File: src/rtl/l1a_match_fifo.sv
// L1A event numbering, fine-delay alignment with L1A_MATCH, and a FWFT FIFO of
// {match, event number} words for the DAQ readout controller.
module l1a_match_fifo #(
  parameter int DEPTH = 16,
  parameter int CNT_W = 24
) (
  input  logic                     CLK,
  input  logic                     RST_N,
  input  logic                     L1A,
  input  logic                     L1A_MATCH,
  input  logic [3:0]               L1FD,
  input  logic                     L1A_CNT_RST,
  input  logic                     RD_EN,
  output logic [CNT_W:0]           DOUT,
  output logic                     DVALID,
  output logic                     FULL,
  output logic [$clog2(DEPTH):0]   WORDS,
  output logic                     OVERFLOW,
  output logic [15:0]              MATCH_CNT
);

  localparam int AW = $clog2(DEPTH);
  localparam int DW = CNT_W + 1;

  logic [CNT_W-1:0]             cnt_q, cnt_d, l1a_num;
  logic [15:0]                  sl_vld_q, sl_vld_d;
  logic [15:0][CNT_W-1:0]       sl_num_q, sl_num_d;

  logic                         wr_vld, wr_ok, rd_ok;
  logic [DW-1:0]                wr_word;
  logic [DW-1:0]                mem [DEPTH];
  logic [AW-1:0]                wptr_q, wptr_d, rptr_q, rptr_d;
  logic [AW:0]                  words_q, words_d;
  logic                         full_q, full_d;
  logic                         ovf_q, ovf_d;
  logic [DW-1:0]                dout_q, dout_d;
  logic [15:0]                  match_cnt_q, match_cnt_d;

  always_comb begin
    l1a_num = L1A_CNT_RST ? CNT_W'(1) : cnt_q + CNT_W'(1);
    cnt_d   = cnt_q;
    if (L1A)
      cnt_d = l1a_num;
    else if (L1A_CNT_RST)
      cnt_d = '0;

    // stage k holds an L1A from k+1 clocks ago, so stage L1FD lines up with its match
    sl_vld_d = {sl_vld_q[14:0], L1A};
    sl_num_d = {sl_num_q[14:0], l1a_num};
    wr_vld   = sl_vld_q[L1FD];
    wr_word  = {L1A_MATCH, sl_num_q[L1FD]};

    rd_ok   = RD_EN && (words_q != '0);
    wr_ok   = wr_vld && (!full_q || rd_ok);
    wptr_d  = wptr_q + AW'(wr_ok);
    rptr_d  = rptr_q + AW'(rd_ok);
    words_d = words_q + (AW+1)'(wr_ok) - (AW+1)'(rd_ok);
    full_d  = (words_d == (AW+1)'(DEPTH));
    ovf_d   = ovf_q || (wr_vld && !wr_ok);

    // registered head word; the slot being written this edge is not yet in mem
    dout_d = dout_q;
    if (words_d != '0) begin
      if (wr_ok && (wptr_q == rptr_d))
        dout_d = wr_word;
      else
        dout_d = mem[rptr_d];
    end

    match_cnt_d = match_cnt_q;
    if (wr_ok && L1A_MATCH && (match_cnt_q != 16'hFFFF))
      match_cnt_d = match_cnt_q + 16'd1;
  end

  always_ff @(posedge CLK or negedge RST_N) begin
    if (!RST_N) begin
      cnt_q       <= '0;
      sl_vld_q    <= '0;
      sl_num_q    <= '0;
      wptr_q      <= '0;
      rptr_q      <= '0;
      words_q     <= '0;
      full_q      <= 1'b0;
      ovf_q       <= 1'b0;
      dout_q      <= '0;
      match_cnt_q <= '0;
    end else begin
      cnt_q       <= cnt_d;
      sl_vld_q    <= sl_vld_d;
      sl_num_q    <= sl_num_d;
      wptr_q      <= wptr_d;
      rptr_q      <= rptr_d;
      words_q     <= words_d;
      full_q      <= full_d;
      ovf_q       <= ovf_d;
      dout_q      <= dout_d;
      match_cnt_q <= match_cnt_d;
    end
  end

  always_ff @(posedge CLK) begin
    if (wr_ok)
      mem[wptr_q] <= wr_word;
  end

  assign DOUT      = dout_q;
  assign DVALID    = (words_q != '0);
  assign FULL      = full_q;
  assign WORDS     = words_q;
  assign OVERFLOW  = ovf_q;
  assign MATCH_CNT = match_cnt_q;

endmodule

File: config.mk
export PLATFORM = sky130hd
export DESIGN_NAME = l1a_match_fifo
export DESIGN_NICKNAME = d
export VERILOG_FILES = /design/src/rtl/l1a_match_fifo.sv
export SDC_FILE = /design/constraint.sdc
export NUM_CORES = 1
export LEC_CHECK = 0
export CORE_AREA = 2 2 259 325
export DETAILED_ROUTE_END_ITERATION = 12
export DIE_AREA = 0 0 261 327
export PLACE_DENSITY = 0.58
export SLEW_MARGIN = 10
export SYNTH_ARGS = -nofsm -noshare
export SYNTH_HDL_FRONTEND = slang
export SYNTH_SLANG_ARGS = --single-unit
File: constraint.sdc
create_clock -name CLK -period 11.79 [get_ports CLK]
set_input_delay 1.179 -clock CLK [delete_from_list [all_inputs] [get_ports CLK]]
set_output_delay 1.179 -clock CLK [all_outputs]
set_load 0.03 [all_outputs]
==> results.yml, run 1 <==
power:
  switchingPower_mw: 2.515
  combPwrFrac_pct: 27.9
  p_sw_share_pct: 28.68
  power_density_nw_per_um2: 234.7
  peakVddDrop_mv: 0.1941
  clockPowerShare_pct: 31.2
  p_leak_nw: 14.96
  power.total_mw: 8.769
  seq_power_share_pct: 41.0
  cellInternalPower_mw: 6.254
sta:
  rsz0062_at_grt: "no"
  slew_headroom_pct: 26.65
  setup_ws_ps: 5882
  finalSetupViolCount: 0
  fmax_mhz: 169.3
  finalSetupTns_ps: 0
  hold_viol: 0
  min_period_ps: 5908
  clock_skew_ps: 20.37
  tightest_slew_ps: 1100
  finalCritPeriodShare_pct: 50.11
  final_max_slew_viol_count: 0
die:
  coreArea_um2: 82380
  initial_core_util_pct: 39.63
  row_count: 118
  fp.dieArea_um2: 85350
  io_pins: 59
  fp.dieH_um: 327
  die_w_um: 261
layout:
  fin_util_pct: 45.36
  postLayoutCellArea_um2: 37370
  antenna_cells: 0
  final_nets: 1850
  area_growth_pct: 14.45
  drive_gt1_share_pct: 23.67
  fillers: 6984
routing:
  vias: 15754
  drtIter0Drc: 1073
  routed_via_density: 5.292
  dr.pass1.iters: 4
  drc: 0
  wl_um: 68240
  wl_per_cell_um: 22.92
  ant_nets: 0
clocking:
  numClockSinks: 880
  cts-root-buf: "clkbuf_16"
  cts_hold_buf: 0
  clkLatencyLatePin_ps: 620
  clk_pin_slew_ps: 60
  cts_resized: 0
  clockBufferDepth: 3
  tritoncts: "yes"
  post-cts-setup-buffers: 0
  numCtsBuffers: 84
  cts_max_level: 3
logic_synthesis:
  ys_seq_elements: 880
  yosys_warnings: 0
  synthesis.nets: 1767
  ys_types: 50
  synth-edff-count: 400
  synth.cell_area_um2: 32650
  synthCells: 1744
  yosysTopAreaCellShare_pct: 36.79
  yosysSeqAreaShare_pct: 73.58
  synth.area.top_cells: "dfrtp_1 37%, edfxtp_1 37%, mux4_2 14%"
  yosys.area.top_type: "dfrtp_1"
  syn_avg_cell_area_um2: 18.72
  synth_ff_type: "dfrtp_1"
  synth-async-reset-ratio_pct: 54.55
global_routing:
  grt_remaining_overflow: 0
  grt_pass1_vias: 17278
  antenna_found_initial: 0
  grt_use_total_pct: 16.58
  grt_pass1_wl_um: 106800
  grt_max_degree: 179
critical_path:
  crit_type: "in -> reg"
  worst-path-max-fanout: 62
  worst_ep_required_time_ps: 12290
  path_delay_family: "simple AND/OR/NAND/NOR gates"
  cp.arrival_ps: 6410
  critPathMaxStageDelay_ps: 940
  path_cells: "buf_6 > mux2_2 > mux4_2 > nand3b_1 > and2_1 > ha_1 > inv_1 > ha_1 > fa_1 > a21oi_1 > o21bai_1 > xnor2_1 > inv_1 > or3_2 > mux2_4"
  start_kind: "primary input"
  cp_slowest_cell: "or3_2"
  crit_buf_inv: 3
  end_kind: "flop"
min_path:
  hold_path_class: "reg -> reg"
job:
  cap_violations: 0
outcome:
  outcome: "completed"
placement:
  place_ws_ps: 5160
  port_buffers: 58
  hpwl_um: 36120
  routabilityCongestion: 0.7403
  placed_cell_area_um2: 34560
## power by group through the flow
stage / Combinational [mW] / Sequential [mW] / Clock [mW]
6_report: 2.44 / 3.59 / 2.73
5_1_grt: 2.65 / 3.62 / 2.93
4_1_cts: 2.50 / 3.60 / 2.80
3_5_place_dp: 2.49 / 3.66 / 0
3_3_place_gp: 2.48 / 3.64 / 0
2_1_floorplan: 1.67 / 3.73 / 0
## flip-flops by register name (all words and copies together), names as in the netlist
| name | cells |
|---|---|
| mem | 400 |
| sl_num_d | 360 |
| DOUT | 25 |
| cnt_q | 24 |
| sl_num_q | 24 |
| MATCH_CNT | 16 |
| sl_vld_q | 16 |
| WORDS | 5 |
| rptr_q | 4 |
| wptr_q | 4 |
| FULL | 1 |
| OVERFLOW | 1 |
## final timing paths
kind | start | endpoint | slack (ps) | cells past startpoint
max | L1FD[0] | DOUT[6] | 5880 | 15
max reg2reg | WORDS[2] | DOUT[6] | 6090 | 16
min reg2reg | sl_num_d[315] | sl_num_d[339] | 360 | 0
min in group asynchronous | RST_N | WORDS[4] | 610 | 1
max in group asynchronous | RST_N | sl_num_d[345] | 8930 | 3
min | sl_num_d[315] | sl_num_d[339] | 360 | 0
## Yosys cell counts, types with 25 or more instances
cell and n:
nand2_1 151, a22oi_1 48, clkbuf_1 64, xor2_1 54, edfxtp_1 400, mux4_2 197, dfrtp_1 480, mux2_4 37
nand3_1 27, nor2_1 60, and3_1 33, a31oi_1 25
## cell families (layout without fill, tap and decap cells)
| family | count (synthesis) | in the layout | synth area share [%] |
|---|---|---|---|
| AOI/OAI and AO/OA | 86 | 86 | 1.859 |
| xor gates and xnor gates | 71 | 71 | 1.905 |
| buffers and inverters | 108 | 261 | 1.414 |
| and+or+nand+nor | 329 | 329 | 4.645 |
| DFF | 880 | 880 | 73.58 |
| adders and majority gates | 13 | 13 | 0.5212 |
| muxes | 257 | 257 | 16.07 |
## area by class of cell
cell class,instances,area [um^2],share of cell area [%]
Multi-Input combinational cell,756,8285,22.17
Inverter,13,48.80,0.1306
Clock inverter,44,490.5,1.313
Clock buffer,112,2320,6.208
Tap cell,1080,1351,3.616
Sequential cell,880,24020,64.29
Timing Repair Buffer,92,847.1,2.267
## per-stage QoR
| step | cells | hold WS (ps) |
|---|---|---|
| after CTS | 2977 | 360.3 |
| after detailed placement | 2821 | 355.0 |
| final | 2977 | 364.7 |
| after floorplan | 1744 | 348.6 |
| after global routing | 2977 | 372.5 |
| after global placement | 2821 | 354.2 |
## cell usage in the layout, fill, tap and decap left out, types with 6 or more instances in the layout
master	count
nand3_1	27
bufinv_16	10
edfxtp_1	400
buf_4	34
clkinv_2	11
mux4_2	197
nor3_2	6
clkbuf_1	19
mux2_4	37
clkbuf_8	7
dfrtp_1	480
nand4_1	9
and3_1	33
a22oi_1	48
nor3_1	8
inv_1	11
nor2_2	7
mux2_2	20
clkbuf_16	86
nand2_1	151
nor2_1	53
ha_1	10
a31oi_1	25
clkinv_1	14
clkdlybuf4s50_1	54
xor2_1	53
xnor2_1	16
## per-layer routing
layer	part of all wire (%)	wire length (um)	GRT usage, %	up-vias
li1	-	-	-	6794
met1	42	28910	21.72	8600
met2	52	35220	28.62	261
met3	3.5	2421	2.244	99
met4	2.5	1680	5.385	0
met5	0	0	0	-
Note: power is estimated with default switching activity, not from simulation.
==> run 2: changes to the inputs <==
- clock period: 11.79 -> 6 ns (I/O delays scaled with it)
==> run 2 against run 1 <==
  * Routed wire length decreased by 1.7%
  * Largest power group unchanged
  * Sequential share of layout area down 0.55 points
  * Count of clock-buffer cells in the layout increased by 8
  * Combinational power up 100%
  * Largest cell class unchanged
  * Setup slack worse by 5000 ps
==> results.yml, run 2 (synthesized netlist as in run 1, its figures left out) <==
clocking:
  numCtsBuffers: 85
  post-cts-setup-buffers: 0
  cts-root-buf: "clkbuf_16"
  cts_hold_buf: 0
  cts_resized: 0
  tritoncts: "yes"
  numClockSinks: 880
  cts_max_level: 3
  clkLatencyLatePin_ps: 620
  clockBufferDepth: 3
  clk_pin_slew_ps: 60
layout:
  regMostFlops: "mem"
  largest_register_ffs: 400
  layout_common_cells: "480 x dfrtp_1, 400 x edfxtp_1, 197 x mux4_2, 151 x nand2_1, 91 x clkbuf_16"
  final_common_cell: "dfrtp_1"
  postLayoutCellArea_um2: 37690
  antenna_cells: 0
  fillers: 6942
  drive_gt1_share_pct: 24.54
  multiInputGateArea_um2: 8285
  fin_util_pct: 45.75
  final_nets: 1858
  area_growth_pct: 15.44
  regArea_um2: 24020
die:
  fp.dieH_um: 327
  die_w_um: 261
  coreArea_um2: 82380
  fp.dieArea_um2: 85350
  initial_core_util_pct: 39.63
  row_count: 118
  io_pins: 59
routing:
  drtIter0Drc: 1177
  routed_via_density: 5.268
  vias: 15715
  dr.pass1.iters: 5
  ant_nets: 0
  wl_per_cell_um: 22.48
  wl_um: 67070
  drc: 0
sta:
  finalSetupTns_ps: 0
  final_max_slew_viol_count: 0
  slew_headroom_pct: 18.52
  fmax_mhz: 196.2
  finalSetupViolCount: 0
  hold_viol: 0
  rsz0062_at_grt: "no"
  clock_skew_ps: 16.26
  min_period_ps: 5097
  finalCritPeriodShare_pct: 84.95
  tightest_slew_ps: 1218
  setup_ws_ps: 902.8
outcome:
  outcome: "completed"
critical_path:
  cp_slowest_cell: "or3_2"
  path_cells: "inv_1 > ha_1 > or4b_2 > a21boi_0 > or4_4 > and2_1 > ha_1 > inv_1 > ha_1 > fa_1 > a21oi_1 > o21bai_1 > xnor2_1 > inv_1 > or3_2 > mux2_4"
  critPathMaxStageDelay_ps: 910
  cp.arrival_ps: 5590
  start_kind: "flop"
  end_kind: "flop"
  worst-path-max-fanout: 25
  crit_type: "reg -> reg"
  worst_ep_required_time_ps: 6490
power:
  cellInternalPower_mw: 12.54
  clockPowerShare_pct: 32.0
  p_sw_share_pct: 28.50
  seq_power_share_pct: 40.2
  combPwrFrac_pct: 27.8
  p_leak_nw: 15.11
  peakVddDrop_mv: 0.5580
  switchingPower_mw: 4.999
  power_density_nw_per_um2: 465.5
job:
  cap_violations: 0
placement:
  port_buffers: 58
  routabilityCongestion: 0.7470
  placed_cell_area_um2: 34700
  place_ws_ps: 678.4
  hpwl_um: 37590
global_routing:
  grt_pass1_wl_um: 105200
  grt_pass1_vias: 17196
  antenna_found_initial: 0
  grt_max_degree: 207
  grt_use_total_pct: 16.22
  grt_remaining_overflow: 0
min_path:
  hold_path_class: "in -> async"
[run 2: worst max-delay path: cells and delay by family (launching register included)]
| family | cells | cell delay [ps] |
|---|---|---|
| adders and majority gates | 4 | 950 |
| DFF | 1 | 390 |
| AOI/OAI and AO/OA | 3 | 750 |
| muxes | 1 | 450 |
| buffers and inverters | 3 | 220 |
| and+or+nand+nor | 4 | 1930 |
| xor gates and xnor gates | 1 | 230 |
[run 2: final timing paths]
| check | cells after the start | start | slack [ps] | endpoint |
|---|---|---|---|---|
| max reg2reg | 16 | WORDS[2] | 900 | DOUT[7] |
| min in group CLK | 0 | sl_num_d[171] | 370 | sl_num_d[195] |
| min reg2reg | 0 | sl_num_d[171] | 370 | sl_num_d[195] |
| max | 16 | WORDS[2] | 900 | DOUT[7] |
| max in group asynchronous | 2 | RST_N | 4320 | sl_num_q[367] |
| min | 1 | RST_N | 10 | MATCH_CNT[14] |
[run 2: routing by layer]
metal  wire length [um]  GRT usage, %  part of all wire [%]
met1              28780         21.39                    43
met2              34960         28.26                    52
met3               2164         2.151                   3.2
met4               1164         4.447                   1.7
met5                  0             0                     0
[run 2: area by class of cell]
type,count,share of cell area (%)
flip-flops and latches,880,63.74
multi-input cells,756,21.98
clock buffers,120,6.703
well taps,1080,3.585
repair buffers,99,2.619
clock inverters,35,1.238
inverters,13,0.1295
[run 2: power by group through the flow]
| stage | sequential [mW] | combinational (mW) | clock (mW) |
|---|---|---|---|
| finish | 7.06 | 4.87 | 5.61 |
| global route | 7.11 | 5.25 | 5.99 |
| CTS | 7.07 | 4.98 | 5.75 |
| detailed placement | 7.19 | 4.96 | 0 |
| global placement | 7.16 | 4.92 | 0 |
| floorplan | 7.34 | 3.29 | 0 |
[run 2: per-stage QoR]
stage / cells / power, mW / hold WS, ps
5_1_grt: 2983 / 18.35 / 76.21
3_3_place_gp: 2828 / 12.09 / 352.9
3_5_place_dp: 2828 / 12.15 / 355.3
2_1_floorplan: 1744 / 10.63 / 304.4
6_report: 2983 / 17.54 / 14.68
4_1_cts: 2983 / 17.80 / 41.01
==> run 3: changes to the inputs <==
- PLACE_DENSITY: 0.58 -> 0.6
- clock period: 6 -> 4.3 ns (I/O delays scaled with it)
==> run 3 against run 2 <==
  * Total power increased by 38%
  * Critical path depth decreased by 2
  * Global-route usage increased by 0.28 points
  * Setup slack got worse by 680 ps
  * Cell count rose by 1.2%
  * Utilization up 0.17 points
  * First-iteration DRC count down 11%
  * Sequential power is 40% higher
==> results.yml, run 3 (synthesized netlist as in run 1, its figures left out) <==
clocking:
  tritoncts: "yes"
  numCtsBuffers: 81
  numClockSinks: 880
  cts-root-buf: "clkbuf_16"
  clockBufferDepth: 3
  clk_pin_slew_ps: 60
  cts_max_level: 3
  clkLatencyLatePin_ps: 630
placement:
  hpwl_um: 39070
  routabilityCongestion: 0.7933
  port_buffers: 58
  post-place-cells: 2873
sta:
  final_max_slew_viol_count: 0
  fmax_mhz: 245.5
  slew_headroom_pct: 36.42
  finalSetupTns_ps: 0
  min_period_ps: 4073
  tightest_slew_ps: 953.7
  clock_skew_ps: 26.77
  rsz0062_at_grt: "no"
  finalCritPeriodShare_pct: 94.71
  hold_viol: 0
  finalSetupViolCount: 0
layout:
  multiInputGateArea_um2: 8351
  regMostFlops: "mem"
  regArea_um2: 24030
  drive_gt1_share_pct: 26.10
  final_common_cell: "dfrtp_1"
  antenna_cells: 0
  final_nets: 1902
  layout_common_cells: "478 x dfrtp_1, 400 x edfxtp_1, 197 x mux4_2, 151 x nand2_1, 84 x clkbuf_16"
  area_growth_pct: 15.88
  stdcell_count: 3019
  fillers: 6931
  largest_register_ffs: 400
routing:
  wl_um: 68630
  drtIter0Drc: 1053
  dr.pass1.iters: 5
  ant_nets: 0
  wl_per_cell_um: 22.73
  vias: 16007
  drc: 0
  routed_via_density: 5.302
critical_path:
  r2r_setup_slack_ps: 230
  start_kind: "flop"
  end_kind: "flop"
  worst_ep_required_time_ps: 4810
  r2r_end: "DOUT[19]"
  crit_type: "reg -> reg"
  r2r-start: "WORDS[3]"
  r2r_cells: 14
  cp.arrival_ps: 4580
  worst-path-max-fanout: 12
min_path:
  holdPathEnd: "sl_num_d[182]"
  hold_path_class: "reg -> reg"
  hold_depth: 0
  hp-start: "sl_num_d[158]"
die:
  coreArea_um2: 82380
  initial_core_util_pct: 39.63
  fp.dieArea_um2: 85350
  fp.dieH_um: 327
  io_pins: 59
  die_w_um: 261
  row_count: 118
power:
  p_leak_nw: 15.23
  peakVddDrop_mv: 0.5345
  power_density_nw_per_um2: 639.9
outcome:
  outcome: "completed"
global_routing:
  grt_remaining_overflow: 0
  grt_pass1_vias: 17321
  antenna_found_initial: 0
  grt_max_degree: 137
  grt_pass1_wl_um: 106600
  grt_use_total_pct: 16.49
job:
  cap_violations: 0
run 3: layout make-up:
cell class	instances	area share (%)
sequential	880	63.51
multi-input combinational	756	22.07
clock buffer	113	5.999
timing repair buffer	147	3.714
tap	1080	3.572
clock inverter	30	1.005
inverter	13	0.1290
run 3: worst max-delay path by stage:
stage	from	cells after the start	to	slack, ps
final	WORDS[3]	14	DOUT[19]	230
after floorplan	WORDS[2]	9	mem[2][0]	-590
after detailed placement	L1FD[2]	14	DOUT[7]	-170
after global placement	L1FD[2]	14	DOUT[8]	-100
after CTS	WORDS[3]	14	DOUT[7]	70
after global routing	WORDS[2]	14	DOUT[19]	80
run 3: routing by layer:
layer  track usage, %  wire, um
met3            2.058      2669
met4            4.842      1459
met2            29.03     36250
met5                0         0
met1            21.45     28250
run 3: per-stage QoR:
step / power [mW] / hold WS [ps] / cell area, um^2 / util (%) / setup slack, ps
2_1_floorplan: 14.92 / 134.4 / 32790 / - / -591.7
3_3_place_gp: 17.12 / 352.3 / 35130 / 42.64 / -98.53
3_5_place_dp: 17.22 / 354.3 / 35130 / 42.64 / -170.0
4_1_cts: 24.50 / 326.3 / 37790 / 45.87 / 73.00
5_1_grt: 25.35 / 372.3 / 37830 / 45.92 / 83.44
6_report: 24.21 / 364.3 / 37830 / 45.92 / 227.3
run 3: where the power goes:
group / switching [mW] / internal [mW] / leakage [nW]
sequential: 0.374 / 9.50 / 10.2
clock: 3.03 / 4.22 / 1.31
combinational: 3.58 / 3.50 / 3.76
total: 6.98 / 17.2 / 15.2
run 3: worst max-delay path: stages (launching register included):
cell and delay (ps):
dfrtp_2 420, inv_2 70, ha_2 140, or4b_4 490, a21boi_4 230, nand3b_1 170
and2_4 190, ha_4 200, inv_2 40, ha_2 170, fa_2 440, or3_1 410
or3_4 450, clkbuf_16 210, mux2_4 300
run 3: repair_timing:
action | in CTS | in global routing
buffers inserted | 0 | 1
hold buffers | 1 | 0
gates resized for setup | 0 | 2
hold endpoints to repair | 93 | 0
endpoints found under the setup margin | 0 | 22
